### src/rtl/lsu_mem_ctrl.sv
// lsu_mem_ctrl: load/store control stage in front of the data memory.
//   clk, rst             clock, asynchronous active-high reset
//   req_valid/req_ready  request handshake from execute (req_wen, req_addr, req_wdata, req_memop)
//   resp_valid/resp_ready response handshake (resp_rdata, resp_err)
//   mem_addr, mem_rd, mem_wr, mem_op, mem_wdata, mem_rdata  data-memory port
module lsu_mem_ctrl #(
    parameter int MEM_LAT = 1,
    parameter int CNT_W   = 4
) (
    input  logic        clk,
    input  logic        rst,
    input  logic        req_valid,
    output logic        req_ready,
    input  logic        req_wen,
    input  logic [31:0] req_addr,
    input  logic [31:0] req_wdata,
    input  logic [2:0]  req_memop,
    output logic        resp_valid,
    input  logic        resp_ready,
    output logic [31:0] resp_rdata,
    output logic        resp_err,
    output logic [31:0] mem_addr,
    output logic        mem_rd,
    output logic        mem_wr,
    output logic [2:0]  mem_op,
    output logic [31:0] mem_wdata,
    input  logic [31:0] mem_rdata
);
    typedef enum logic [1:0] {IDLE, ACCESS, RESP} state_t;
    state_t state, state_nx;
    logic [CNT_W-1:0] cnt;
    logic [31:0] addr_q, wdata_q;
    logic [2:0] op_q;
    logic wen_q, fire, req_err, last;
    // illegal encodings, sub-word-unsigned stores, and misaligned half/word accesses
    assign req_err = (req_memop == 3'b011) || (req_memop[2:1] == 2'b11)
                   || (req_wen && req_memop[2])
                   || ((req_memop[1:0] == 2'b01) && req_addr[0])
                   || ((req_memop == 3'b010) && (req_addr[1:0] != 2'b00));
    assign req_ready  = (state == IDLE);
    assign fire       = req_valid && req_ready;
    assign resp_valid = (state == RESP);
    assign last       = (state == ACCESS) && (cnt == '0);
    // strobes derive from state so an async reset drops them at once
    assign mem_addr  = (state == ACCESS) ? addr_q : 32'd0;
    assign mem_op    = (state == ACCESS) ? op_q : 3'd0;
    assign mem_wdata = (state == ACCESS) ? wdata_q : 32'd0;
    assign mem_rd    = (state == ACCESS) && !wen_q;
    assign mem_wr    = last && wen_q;
    always_comb begin
        state_nx = state;
        case (state)
            IDLE:    state_nx = fire ? (req_err ? RESP : ACCESS) : IDLE;
            ACCESS:  state_nx = last ? RESP : ACCESS;
            RESP:    state_nx = resp_ready ? IDLE : RESP;
            default: state_nx = IDLE;
        endcase
    end
    always_ff @(posedge clk or posedge rst) begin
        if (rst) begin
            state      <= IDLE;
            cnt        <= '0;
            addr_q     <= '0;
            wdata_q    <= '0;
            op_q       <= '0;
            wen_q      <= 1'b0;
            resp_rdata <= '0;
            resp_err   <= 1'b0;
        end else begin
            state <= state_nx;
            if (fire) begin
                addr_q     <= req_addr;
                wdata_q    <= req_wdata;
                op_q       <= req_memop;
                wen_q      <= req_wen;
                cnt        <= CNT_W'(MEM_LAT - 1);
                resp_err   <= req_err;
                resp_rdata <= '0;
            end
            if (state == ACCESS && !last)
                cnt <= cnt - 1'b1;
            if (last && !wen_q)
                resp_rdata <= mem_rdata;
        end
    end
endmodule

### config.mk
export PLATFORM = sky130hd
export DESIGN_NAME = lsu_mem_ctrl
export DESIGN_NICKNAME = d
export VERILOG_FILES = /design/src/rtl/lsu_mem_ctrl.sv
export SDC_FILE = /design/constraint.sdc
export NUM_CORES = 1
export LEC_CHECK = 0
export CORE_ASPECT_RATIO = 0.7
export CORE_MARGIN = 2
export CORE_UTILIZATION = 46
export CTS_CLUSTER_DIAMETER = 100
export CTS_CLUSTER_SIZE = 8
export DETAILED_ROUTE_END_ITERATION = 6
export HOLD_SLACK_MARGIN = 0.03
export PLACE_DENSITY = 0.86
export SYNTH_ARGS = -nofsm -noshare
export SYNTH_HDL_FRONTEND = slang
export SYNTH_SLANG_ARGS = --single-unit
### constraint.sdc
create_clock -name clk -period 9.8 [get_ports clk]
set_input_delay 1.47 -clock clk [delete_from_list [all_inputs] [get_ports clk]]
set_output_delay 1.47 -clock clk [all_outputs]
set_load 0.1 [all_outputs]
==> flow_metrics.py <==
metrics = {
    "floorplan": {
        "start_util_pct": 46.9,
        "num_io_pins": 208,
        "core_um2": 10300,
        "die_w_um": 126,
        "die_height_um": 89.6,
        "fp-row-count": 31,
        "die-area_um2": 11300,
    },
    "clocking": {
        "cts_setup_buffers": 0,
        "clkLatencyLatePin_ns": 0.34,
        "numCtsBuffers": 9,
        "clockBufferDepth": 2,
        "cts_resized": 0,
        "cts.sink_count": 107,
        "htreeDepth": 3,
        "holdBufCountCts": 0,
        "clk_pin_slew_ns": 0.07,
        "cts_tree": "yes",
        "clockRootBuffer": "clkbuf_16",
    },
    "logic_synthesis": {
        "ys_seq_elements": 107,
        "netlist.top_cell.by_area": "dfrtp_1",
        "synth_top_area_share_pct": 55.6,
        "synthCells": 399,
        "synth_area_leaders": "dfrtp_1, mux2_2, and2_1, mux2i_1, inv_1",
        "syn_area_um2": 4820,
        "synth_warnings": 0,
        "syn_avg_cell_area_um2": 12.1,
        "synth_seq_area_share_pct": 55.6,
        "synth.distinct_cells": 29,
        "syn_nets": 505,
    },
    "final_layout": {
        "multi_input_comb_area_um2": 1860,
        "final_common_cell": "clkdlybuf4s50_1",
        "fin_nets": 702,
        "mostFrequentLayoutCells": "clkdlybuf4s50_1, dfrtp_1, mux2_2",
        "final_util_pct": 70.1,
        "final_area_um2": 7210,
        "synthToLayoutAreaGrowth_pct": 49.7,
        "antenna_cells": 0,
        "seq_area_um2": 2680,
        "drive_gt1_share_pct": 15.2,
        "fill_cells": 754,
    },
    "routing": {
        "wl_um": 11200,
        "vias": 3521,
        "first_iter_violations": 106,
        "drtPass1Iterations": 4,
        "avgViaCountPerCell": 4.81,
        "ant_nets": 0,
        "drcViolationCount": 0,
        "wire_per_inst_um": 15.3,
    },
    "placed_design": {
        "gp_congestion": 0.756,
        "dpl_cell_area_um2": 6940,
        "place_hpwl_um": 8100,
        "port_buffers": 207,
    },
    "sta": {
        "finalHoldViolCount": 0,
        "tightest_slew_ns": 1.01,
        "fin_setup_tns_ns": 0,
        "fin_crit_sh_pct": 44.5,
        "slew_viol_final": 0,
        "rsz0062_at_grt": "no",
        "finalCriticalPeriod_ns": 4.36,
        "setup_viol": 0,
        "fmax_mhz": 229,
        "finalClockSkew_ns": 0.00750,
        "slew_headroom_pct": 32.5,
    },
    "critical_path": {
        "crit_path_end_kind": "output pin",
        "start_kind": "flop",
        "crit_type": "reg2out",
        "cp_max_fo": 5,
        "cp.required_ns": 8.33,
        "crit_arrival_ns": 2.89,
    },
    "power_and_ir_drop": {
        "switching_share_pct": 48.7,
        "internal-power_w": 0.00122,
        "power.total_w": 0.00238,
        "clkPwrFrac_pct": 13.9,
        "leakage_nw": 3.32,
        "power_frac_seq_pct": 31.3,
        "irDropWorstVdd_mv": 0.227,
        "power.switching_w": 0.00116,
        "power.share.combinational_pct": 54.8,
        "powerDensity_nw_per_um2": 330,
    },
    "job": {
        "cap_violations": 0,
    },
    "global_routing": {
        "grt_pass1_wl_um": 17800,
        "antenna_found_initial": 0,
        "grt.overflow.total": 0,
        "grt_max_degree": 75,
        "grt_pass1_vias": 3657,
        "track_usage_pct": 20.0,
    },
    "run_status": {
        "status": "complete, no violations",
    },
    "worst_hold_path": {
        "hold_path_class": "reg2reg",
    },
}
logic make-up after synthesis:
family / Yosys count / share of synthesized area [%]
flip-flops: 107 / 55.6
multiplexers: 100 / 22.6
AO/OA/AOI/OAI: 10 / 1.48
buffers and inverters: 60 / 5.95
adder cells (fa/ha/maj): 2 / 0.520
AND/OR/NAND/NOR: 120 / 13.9
per-stage QoR:
stage,cells,hold WS (ns),worst slack [ns]
final,732,0.497,5.44
after detailed placement,717,0.484,5.81
after floorplan,399,0.471,5.51
after global routing,732,0.506,5.26
after global placement,717,0.471,5.90
after CTS,732,0.500,5.41
worst max-delay path, stage by stage (launching register included):
cell	delay, ns
dfrtp_1	0.41
inv_1	0.09
ha_1	0.16
nor3b_1	0.50
and3_1	0.25
clkdlybuf4s50_1	1.14
synth_stat cells, drive strengths merged:
cell    instances
nand2b          1
o211ai          2
nand3b          1
mux2           68
nand2          34
nand4b          1
a32o            1
and3            1
o41ai           1
o21ai           4
nor3b           1
and2           67
dfrtp         107
mux2i          32
nor2b           2
a221o           1
or3             2
or4             1
a22oi           1
or3b            2
buf             8
nor2            2
clkbuf         16
ha              2
nand3           5
inv            36
final timing paths:
kind | startpoint | to | slack, ns | cells past startpoint
max | cnt[0] | mem_wr | 5.44 | 5
min | addr_q[21] | addr_q[21] | 0.50 | 1
max reg2reg | cnt[0] | resp_rdata[26] | 7.44 | 5
max in group asynchronous | rst | wdata_q[17] | 7.07 | 3
min reg2reg | addr_q[21] | addr_q[21] | 0.50 | 1
min in group asynchronous | rst | resp_rdata[4] | 1.59 | 2
flip-flops by register name, summed over array words and instances, names as in the netlist:
| register | cells |
|---|---|
| op_q | 3 |
| state | 2 |
| wdata_q | 32 |
| wen_q | 1 |
| cnt | 4 |
| resp_err | 1 |
| addr_q | 32 |
| resp_rdata | 32 |
layout make-up:
class	instances	share of cell area [%]
repair buffers	210	29.1
flip-flops and latches	107	37.1
clock inverters	4	0.382
multi-input cells	232	25.8
inverters	36	1.91
clock buffers	11	3.37
well taps	132	2.29
power groups by stage:
stage          clock network [W]  logic [W]  registers, W
6_report                0.000329    0.00130      0.000745
3_3_place_gp                   0    0.00128      0.000741
2_1_floorplan                  0   0.000692       0.00106
4_1_cts                 0.000342    0.00131      0.000745
3_5_place_dp                   0    0.00131      0.000750
5_1_grt                 0.000364    0.00136      0.000771
routing by layer:
layer,GRT usage [%],routed length (um),part of all wire [%]
met1,25.4,4910,44
met3,6.93,814,7.3
met4,6.49,132,1.2
met5,0,0,0
met2,32.9,5360,48
No activity file was read; power rests on OpenSTA's default activity.
